$ cat src/rtl/seven_seg_to_bcd.sv
// Glitch-filtered 7-segment to BCD decoder with a single-entry valid/ready output hold register.
// Optional macro HEX_DECODE_EN adds A..F patterns as legal data.
module seven_seg_to_bcd #(
    parameter int unsigned STABLE_CYCLES  = 4,
    parameter bit          SEG_ACTIVE_LOW = 1'b0
) (
    input  logic       clk,
    input  logic       reset,
    input  logic [6:0] seg_in,
    output logic [3:0] out_bcd,
    output logic       out_err,
    output logic       out_valid,
    input  logic       out_ready,
    output logic       overflow
);

    typedef enum logic [1:0] {
        IDLE   = 2'd0,
        COUNT  = 2'd1,
        LOCKED = 2'd2
    } state_t;

    localparam logic [3:0] CNT_LAST = 4'(STABLE_CYCLES - 1);

    state_t     state_q;
    logic [6:0] seg_q;
    logic [6:0] seg_d;
    logic [3:0] cnt_q;
    logic [3:0] out_bcd_q;
    logic       out_err_q;
    logic       out_valid_q;
    logic       overflow_q;

    logic [3:0] dec_bcd;
    logic       dec_err;
    logic       dec_blank;
    logic       accept;
    logic       beat;
    logic       xfer;

    assign seg_d = SEG_ACTIVE_LOW ? ~seg_in : seg_in;

    // Decode the candidate that is being accepted (the registered pattern).
    always_comb begin
        dec_bcd   = 4'hF;
        dec_err   = 1'b1;
        dec_blank = 1'b0;
        case (seg_q)
            7'h3F: begin dec_bcd = 4'd0; dec_err = 1'b0; end
            7'h06: begin dec_bcd = 4'd1; dec_err = 1'b0; end
            7'h5B: begin dec_bcd = 4'd2; dec_err = 1'b0; end
            7'h4F: begin dec_bcd = 4'd3; dec_err = 1'b0; end
            7'h66: begin dec_bcd = 4'd4; dec_err = 1'b0; end
            7'h6D: begin dec_bcd = 4'd5; dec_err = 1'b0; end
            7'h7D: begin dec_bcd = 4'd6; dec_err = 1'b0; end
            7'h07: begin dec_bcd = 4'd7; dec_err = 1'b0; end
            7'h7F: begin dec_bcd = 4'd8; dec_err = 1'b0; end
            7'h67: begin dec_bcd = 4'd9; dec_err = 1'b0; end
`ifdef HEX_DECODE_EN
            7'h77: begin dec_bcd = 4'hA; dec_err = 1'b0; end
            7'h7C: begin dec_bcd = 4'hB; dec_err = 1'b0; end
            7'h39: begin dec_bcd = 4'hC; dec_err = 1'b0; end
            7'h5E: begin dec_bcd = 4'hD; dec_err = 1'b0; end
            7'h79: begin dec_bcd = 4'hE; dec_err = 1'b0; end
            7'h71: begin dec_bcd = 4'hF; dec_err = 1'b0; end
`endif
            7'h00: begin dec_bcd = 4'h0; dec_err = 1'b0; dec_blank = 1'b1; end
            default: begin dec_bcd = 4'hF; dec_err = 1'b1; end
        endcase
    end

    assign accept = (state_q == COUNT) && (seg_d == seg_q) && (cnt_q >= CNT_LAST);
    assign beat   = accept && !dec_blank;
    assign xfer   = out_valid_q && out_ready;

    always_ff @(posedge clk) begin
        if (!reset) begin
            seg_q       <= 7'h00;
            cnt_q       <= 4'd0;
            state_q     <= IDLE;
            out_bcd_q   <= 4'd0;
            out_err_q   <= 1'b0;
            out_valid_q <= 1'b0;
            overflow_q  <= 1'b0;
        end else begin
            seg_q <= seg_d;
            if (seg_d != seg_q) begin
                cnt_q   <= 4'd0;
                state_q <= COUNT;
            end else if (state_q == COUNT) begin
                if (cnt_q < CNT_LAST) begin
                    cnt_q <= cnt_q + 4'd1;
                end else begin
                    state_q <= LOCKED;
                end
            end

            // A freeing transfer on the accept edge lets the new beat load instead of overflowing.
            if (beat) begin
                if (!out_valid_q || out_ready) begin
                    out_bcd_q   <= dec_bcd;
                    out_err_q   <= dec_err;
                    out_valid_q <= 1'b1;
                end else begin
                    overflow_q <= 1'b1;
                end
            end else if (xfer) begin
                out_valid_q <= 1'b0;
            end
        end
    end

    assign out_bcd   = out_bcd_q;
    assign out_err   = out_err_q;
    assign out_valid = out_valid_q;
    assign overflow  = overflow_q;

endmodule

$ cat config.mk
export PLATFORM = sky130hd
export DESIGN_NAME = seven_seg_to_bcd
export DESIGN_NICKNAME = d
export VERILOG_FILES = /design/src/rtl/seven_seg_to_bcd.sv
export SDC_FILE = /design/constraint.sdc
export NUM_CORES = 1
export LEC_CHECK = 0
export ABC_AREA = 1
export CORE_UTILIZATION = 25
export CTS_BUF_LIST = sky130_fd_sc_hd__clkbuf_2 sky130_fd_sc_hd__clkbuf_4 sky130_fd_sc_hd__clkbuf_8
export DETAILED_ROUTE_END_ITERATION = 16
export PLACE_DENSITY_LB_ADDON = 0.2
export SLEW_MARGIN = 10
export SYNTH_ARGS = -nofsm -noshare
export SYNTH_HDL_FRONTEND = slang
export SYNTH_SLANG_ARGS = --single-unit
$ cat constraint.sdc
create_clock -name clk -period 1.8 [get_ports clk]
set_clock_uncertainty 0.1 [all_clocks]
set_input_delay 0.27 -clock clk [delete_from_list [all_inputs] [get_ports clk]]
set_output_delay 0.27 -clock clk [all_outputs]
set_load 0.02 [all_outputs]
Word-level counts from Yosys, hierarchy flattened --
Cells that the tools add are included.
Storage, ports and cells: latch bits 0, bits in writable memories 0, input bits 10, output and inout bits 7, logic and storage cells 57, memory bits (read-only) 0, memories 0, flip-flop bits (word level) 20
Cells by class: add/subtract/negate cells 1, divide/modulo/power cells 0, multipliers 0, mux-type cells 9, equality and inequality tests 15, shifts and indexed selects 0, magnitude comparators 2, reductions and logical operators 19, bitwise operators 3
Operator list (count):
- $eq A7 B7 Y1 const B | 7
- $pmux W4 S10 | 1
- $eq A7 B3 Y1 const B | 2
- $reduce_and A2 Y1 | 6
- $reduce_or A11 Y1 | 1
- $mux W1 | 8
- $eq A7 B6 Y1 const B | 1
- $eq A7 B7 Y1 | 1
- $logic_not A7 Y1 | 1
- $ne A7 B7 Y1 | 1
- $add A4 B1 Y4 const B | 1
- $ge A4 B2 Y1 const B | 1
- $logic_and A1 B1 Y1 | 4
- $lt A4 B2 Y1 const B | 1
- $reduce_bool A2 Y1 | 2
- $reduce_or A2 Y1 | 2
- $not A1 Y1 | 3
- $eq A2 B1 Y1 const B | 1
- $logic_not A1 Y1 | 2
- $ne A2 B1 Y1 const B | 1
- $ne A2 B2 Y1 const B | 1
- $logic_or A1 B1 Y1 | 1

Depth between registers and ports, before layout --
Gate-level depths: netlist (run 1).
word-level depth 6, depth in mapped cells 11, mapped depth without buffers 11

Least setup slack after synthesis (run 1) --
Ideal clock, no wire load.
kind register -> register, start reg cnt_q[0], end reg overflow_q (netlist: overflow), clock period less this slack 1.361 ns, required time 1.585 ns, buffers on the path 0, path slack 0.439 ns, stages on the path, launching flop included 9, setup time 0.115 ns, data arrival time 1.147 ns, cell sequence dfxtp_1 -> ha_1 -> nor2_1 -> nand2_1 -> nand2_1 -> nor2_2 -> nand3_1 -> nor2_1 -> o21a_1
Between the ends: cells in the longest elaborated chain, start to end 4
RTL lines:
- start, declared | line 28 | logic [3:0] cnt_q;
- start signal, assigned | line 92 | cnt_q <= cnt_q + 4'd1;
- $ge A4 B2 Y1 | line 72 | assign accept = (state_q == COUNT) && (seg_d == seg_q) && (cnt_q >= CNT_LAST);
- $logic_and A1 B1 Y1 | line 72
- $logic_and A1 B1 Y1 | line 73 | assign beat = accept && !dec_blank;
- $reduce_and A2 Y1 (no source line)
- end signal, assigned | line 84 | overflow_q <= 1'b0;
- end signal, assigned | line 105 | overflow_q <= 1'b1;
- end, declared | line 32 | logic overflow_q;
No other way between the ends. A chain may end at the register's enable or synchronous reset.

Worst setup path in the final report (run 1) --
start in seg_in[1], end reg out_bcd_q[3] (netlist: out_bcd[3])
Between the ends: cells in the longest elaborated chain, start to end 5
RTL lines:
- start, declared | line 9 | input logic [6:0] seg_in,
- $eq A7 B7 Y1 | line 72
- $logic_and A1 B1 Y1 (2 in series) | line 72
- $logic_and A1 B1 Y1 | line 73
- $reduce_and A2 Y1 (no source line)
- end signal, assigned | line 81 | out_bcd_q <= 4'd0;
- end signal, assigned | line 101 | out_bcd_q <= dec_bcd;
- end, declared | line 29 | logic [3:0] out_bcd_q;
No other way between the ends.

==> metrics.yaml, run 1 <==
setup_ws_ps: 212
hold_slack_ps: 333
port_buffers: 16
power_mw: 1.04
stdcell_area_mm2: 0.00151
fin_crit_sh_pct: 88.2
seq_area_frac_synth_pct: 33.8
syn_area_per_cell_um2: 5.83
track_usage_pct: 10.9
fmax_ghz: 0.630
crit_end: "out_bcd[3]"
grt_busiest_layer: "met2"
die_w_um: 70.8
required_ps: 1870
wirelength_mm: 2.45
hp-class: "flip-flop to flip-flop"
period_needed_ps: 1590
r2r_slack_ps: 260
ios: 17
yosys_warnings: 0
final_cells: 278
drv_slew: 0
row_count: 24
clk_path_buf_depth: 2
met3_usage_pct: 2.71
layout.nets: 238
cellPowerDensity_mw_per_mm2: 689
antenna_found_initial: 0
setup_viol: 0
grt_max_degree: 13
r2r_start: "seg_q[0]"
fin_setup_tns_ps: 0
cts_tree: "built"
drive_gt1_share_pct: 9.29
drv_cap: 0
synth_cells: 203
remaining_drc_errors: 0
insertion_delay_ps: 260
grt_util_met2_pct: 17.0
seqCellArea_um2: 400
vias: 1102
antenna_cells: 0
ant_nets: 0
reg2reg_depth: 9
path_max_fanout: 4
worstPathArrival_ps: 1660
hold_viol: 0
reg2reg_to: "out_bcd[3]"
rsz0062_at_grt: "false"
outcome: "completed"
cts_resized: 0
drt_iter0_markers: 28
fillers: 534
routedWlPerCell_um: 8.81
synth.distinct_cells: 20
viasPerCell: 3.96
multiInputGateArea_um2: 637
grt_pass1_vias: 1018
gr-usage-met1_pct: 13.8
die-area_mm2: 0.00501
post-cts-setup-buffers: 0
gp_congestion: 0.852
cts.reportedPaths.clkPinSlew_ps: 80
worstSetupEndpointType: "flip-flop"
fin_util_pct: 33.9
areaGrowthSynthToFinish_pct: 27.3
cts_buffers: 3
place_area_mm2: 0.00144
core_area_mm2: 0.00444
worst-setup-path-type: "primary input to flip-flop"
grt_overflow_total: 0
fp.dieH_um: 70.8
worstMarginPinSlew_ps: 261
h-tree-depth: 1
ys_seq_elements: 20
dp_slack_ps: -87.0
post_synth_instance_area_mm2: 0.00118
worstSetupStartpointType: "primary input"
maxSlewHeadroom_pct: 82.6
grt_pass1_wl_mm: 4.23
start_util_pct: 26.6
root_buffer: "clkbuf_8"
dp.cells: 274
ctsHoldBuffers: 0
cts_sinks: 20
dr.pass1.iters: 4
dpl.hpwl_mm: 2.00
synth_nets: 214
p_leak_nw: 0.800
ir_drop_v: 0.000295
crit_start: "seg_in[1]"
## report_power, final
group          internal [mW]  switching [mW]
Combinational         0.0534          0.0624
Sequential             0.452          0.0138
Clock                  0.297           0.160
Total                  0.802           0.236
## synth_stat cells (all sizes together)
| cell | count | share of area [%] |
|---|---|---|
| xor2 | 1 | 0.74 |
| o21ai | 1 | 0.42 |
| o21a | 1 | 0.63 |
| dfxtp | 20 | 34 |
| ha | 1 | 1.1 |
| nand4 | 2 | 1.1 |
| nor3b | 1 | 0.63 |
| nand2 | 77 | 25 |
| a21oi | 3 | 1.3 |
| clkbuf | 1 | 0.32 |
| nand3 | 8 | 4.9 |
| xnor2 | 3 | 2.2 |
| inv | 38 | 12 |
| nor2 | 46 | 16 |
## state kept, by name, indices dropped and copies added, names as in the netlist
name / flops
state_q: 2
cnt_q: 4
overflow: 1
out_valid: 1
out_err: 1
seg_q: 7
out_bcd: 4
## worst min-delay path by stage
stage	startpoint	to	slack [ps]	cells past startpoint
detailed placement	cnt_q[2]	cnt_q[2]	320	2
CTS	cnt_q[2]	cnt_q[2]	340	2
finish	cnt_q[2]	cnt_q[2]	330	2
global placement	cnt_q[2]	cnt_q[2]	320	2
global route	cnt_q[2]	cnt_q[2]	370	2
floorplan	seg_in[0]	seg_q[0]	260	2
## layer usage
metal	routed length [um]	vias up
met2	1030	11
met4	62	0
li1	-	636
met3	60	5
met1	1300	450
met5	0	-
## cells in the final DEF (no fill, tap or decap)
cell,n
dfxtp_1,20
nand2_1,74
inv_2,4
clkbuf_8,3
o21ai_0,1
ha_1,1
nor2_4,1
nor2_1,42
xor2_1,1
nand3_2,1
nand3_1,6
o21a_1,1
nand4_1,2
bufinv_16,1
inv_1,34
clkdlybuf4s50_1,16
nand2_2,3
xnor2_1,3
nor2_2,3
nor3b_1,1
a21oi_1,3
nand3_4,1
buf_4,4
## area by class of cell
cell class | count | area share, %
Clock inverter | 1 | 1.99
Tap cell | 52 | 4.32
Inverter | 38 | 9.47
Timing Repair Buffer | 20 | 12.6
Clock buffer | 3 | 2.74
Sequential cell | 20 | 26.6
Multi-Input combinational cell | 144 | 42.3
## critical path: stages
cell	delay, ps
clkdlybuf4s50_1	500
inv_1	60
nand2_1	50
nand2_1	60
nor2_2	130
nand2_2	70
nor2_4	150
nand4_1	160
nor2_1	150
nor2_1	50
## cell families after synthesis
group                      count (synthesis)  share of synthesized area, %
DFF                                       20                          33.8
xor gates and xnor gates                   4                          2.96
and+or+nand+nor                          134                          47.5
AOI/OAI and AO/OA                          5                          2.33
adders and majority gates                  1                          1.06
buffers and inverters                     39                          12.4
(Power assumes the default switching activity.)
==> run 2: changes to the inputs <==
Settings changed: CELL_PAD_IN_SITES_DETAIL_PLACEMENT from default to 2, CELL_PAD_IN_SITES_GLOBAL_PLACEMENT from default to 2.
==> metrics.yaml, run 2 (synthesis gave the netlist of run 1 again) <==
ant_nets: 0  # unchanged
grt_max_degree: 13  # unchanged
remaining_drc_errors: 0  # unchanged
ios: 17  # unchanged
worst-setup-path-type: "primary input to flip-flop"  # unchanged
crit_buf_inv: 2  # unchanged
track_usage_pct: 15.6  # was 10.9%
cts_tree: "built"  # unchanged
root_buffer: "clkbuf_8"  # unchanged
period_needed_ps: 1640  # was 1590 ps
antenna_found_initial: 0  # unchanged
worstSetupStartpointType: "primary input"  # unchanged
worstMarginPinSlew_ps: 268  # was 261 ps
cts_resized: 0  # unchanged
h-tree-depth: 1  # unchanged
crit_family: "simple AND/OR/NAND/NOR gates"  # unchanged
p_seq_share_pct: 44.6  # was 44.9%
core_area_mm2: 0.00444  # unchanged
pwr-share-comb_pct: 11.5  # was 11.1%
grt_util_met2_pct: 29.8  # was 17.0%
gp_congestion: 0.709  # was 0.852
cts_buffers: 3  # unchanged
gr-usage-met1_pct: 18.4  # was 13.8%
insertion_delay_ps: 260  # about the same
cellPowerDensity_mw_per_mm2: 702  # was 689 mW/mm2
post-cts-setup-buffers: 0  # unchanged
p_sw_uw: 249  # was 236 uW
grt_pass1_vias: 1368  # was 1018
row_count: 24  # unchanged
ir_drop_v: 0.000525  # was 0.000295 V
die_w_um: 70.8  # unchanged
largest-register: "seg_q"  # unchanged
most-common-layout-cells: "nand2_1, nor2_1, inv_1"  # unchanged
drive_gt1_share_pct: 8.48  # was 9.29%
mostFrequentLayoutCell: "nand2_1"  # unchanged
cts_sinks: 20  # unchanged
fin_crit_sh_pct: 91.4  # was 88.2%
grt_pass1_wl_mm: 6.12  # was 4.23 mm
outcome: "completed"  # unchanged
fp.dieH_um: 70.8  # unchanged
hp-class: "flip-flop to flip-flop"  # unchanged
cp_common_cell: "nor2_1"
p_leak_nw: 0.790  # was 0.800 nW
setup_viol: 0  # unchanged
required_ps: 1860  # was 1870 ps
port_buffers: 16  # unchanged
dpl.hpwl_mm: 3.07  # was 2.00 mm
cp_slowest_cell: "clkdlybuf4s50_1"  # unchanged
drv_cap: 0  # unchanged
hold_slack_ps: 355  # was 333 ps
path_max_fanout: 4  # unchanged
crit_path_cell_trace: "clkdlybuf4s50_1, inv_1, nand2_1, nand2_1, nor2_1, nand2_2, nor2_4, nand4_1, nor2_1, nor2_1"  # was clkdlybuf4s50_1, inv_1, nand2_1, nand2_1, nor2_2, nand2_2, nor2_4, nand4_1, nor2_1, nor2_1
vias: 1224  # was 1102
dr.pass1.iters: 2  # was 4
worstSetupEndpointType: "flip-flop"  # unchanged
routedWlPerCell_um: 13.0  # was 8.81 um
layout.nets: 236  # was 238
cts.reportedPaths.clkPinSlew_ps: 80  # about the same
drt_iter0_markers: 22  # was 28
wirelength_mm: 3.59  # was 2.45 mm
worstPathArrival_ps: 1710  # was 1660 ps
drv_slew: 0  # unchanged
met3_usage_pct: 2.14  # was 2.71%
viasPerCell: 4.43  # was 3.96
clk_path_buf_depth: 2  # unchanged
antenna_cells: 0  # unchanged
rsz0062_at_grt: "false"  # unchanged
fin_setup_tns_ps: 0  # unchanged
maxSlewHeadroom_pct: 82.1  # was 82.6%
p_clk_share_pct: 43.9  # was 44.0%
grt_overflow_total: 0  # unchanged
largest_register_ffs: 7  # unchanged
grt_busiest_layer: "met2"  # unchanged
cpPeakStageDelay_ps: 510  # was 500 ps
die-area_mm2: 0.00501  # unchanged
fmax_ghz: 0.608  # was 0.630 GHz
start_util_pct: 26.6  # unchanged
p_sw_share_pct: 23.7  # was 22.7%
ctsHoldBuffers: 0  # unchanged
hold_viol: 0  # unchanged
p_int_uw: 799  # was 802 uW
areaGrowthSynthToFinish_pct: 26.0  # was 27.3%
run 2: cell count changes in the layout (fill, tap and decap cells not counted):
cell / previous run / this run
buf_4: 4 / 2
run 2: power groups by stage:
stage | combinational [mW] | sequential, mW | clock, mW
after floorplan | 0.0712 | 0.473 | 0
after global placement | 0.114 | 0.477 | 0
after detailed placement | 0.122 | 0.479 | 0
after CTS | 0.124 | 0.468 | 0.471
after global routing | 0.137 | 0.470 | 0.494
final | 0.120 | 0.467 | 0.460
run 2: path summary, 6_finish.rpt:
| check | slack [ps] | startpoint | depth (start not counted) | end |
|---|---|---|---|---|
| max | 160 | seg_in[4] | 10 | out_bcd[3] |
| min | 360 | cnt_q[2] | 2 | cnt_q[2] |
| max reg2reg | 210 | seg_q[0] | 9 | out_bcd[3] |
| min reg2reg | 360 | cnt_q[2] | 2 | cnt_q[2] |
run 2: worst min-delay path, delay by kind of cell, from the launching register on:
family / cells / cell delay, ps
DFF: 1 / 320
buffers and inverters: 1 / 60
and+or+nand+nor: 1 / 40
run 2: per-layer routing:
layer | wire (um) | vias up | part of all wire [%]
met4 | 19 | 0 | 0.53
met1 | 1600 | 586 | 45
met3 | 38 | 2 | 1.1
li1 | - | 630 | -
met5 | 0 | - | 0
met2 | 1930 | 6 | 54
run 2: cell type report:
cell class              instances  area (um2)
inverters                      38         143
repair buffers                 18         175
fillers                       549        2950
multi-input cells             144         637
clock buffers                   3        41.3
flip-flops and latches         20         400
clock inverters                 1        30.0
well taps                      52        65.1
run 2: per-stage QoR:
stage	util, %	total power [mW]	area [um2]	worst slack (ps)	std cells
final	33.6	1.05	1490	156	276
after global placement	32.0	0.591	1420	-28.5	272
after floorplan	-	0.544	1180	439	203
after CTS	33.6	1.06	1490	126	276
after global routing	33.6	1.10	1490	57.8	276
after detailed placement	32.0	0.600	1420	-143	272
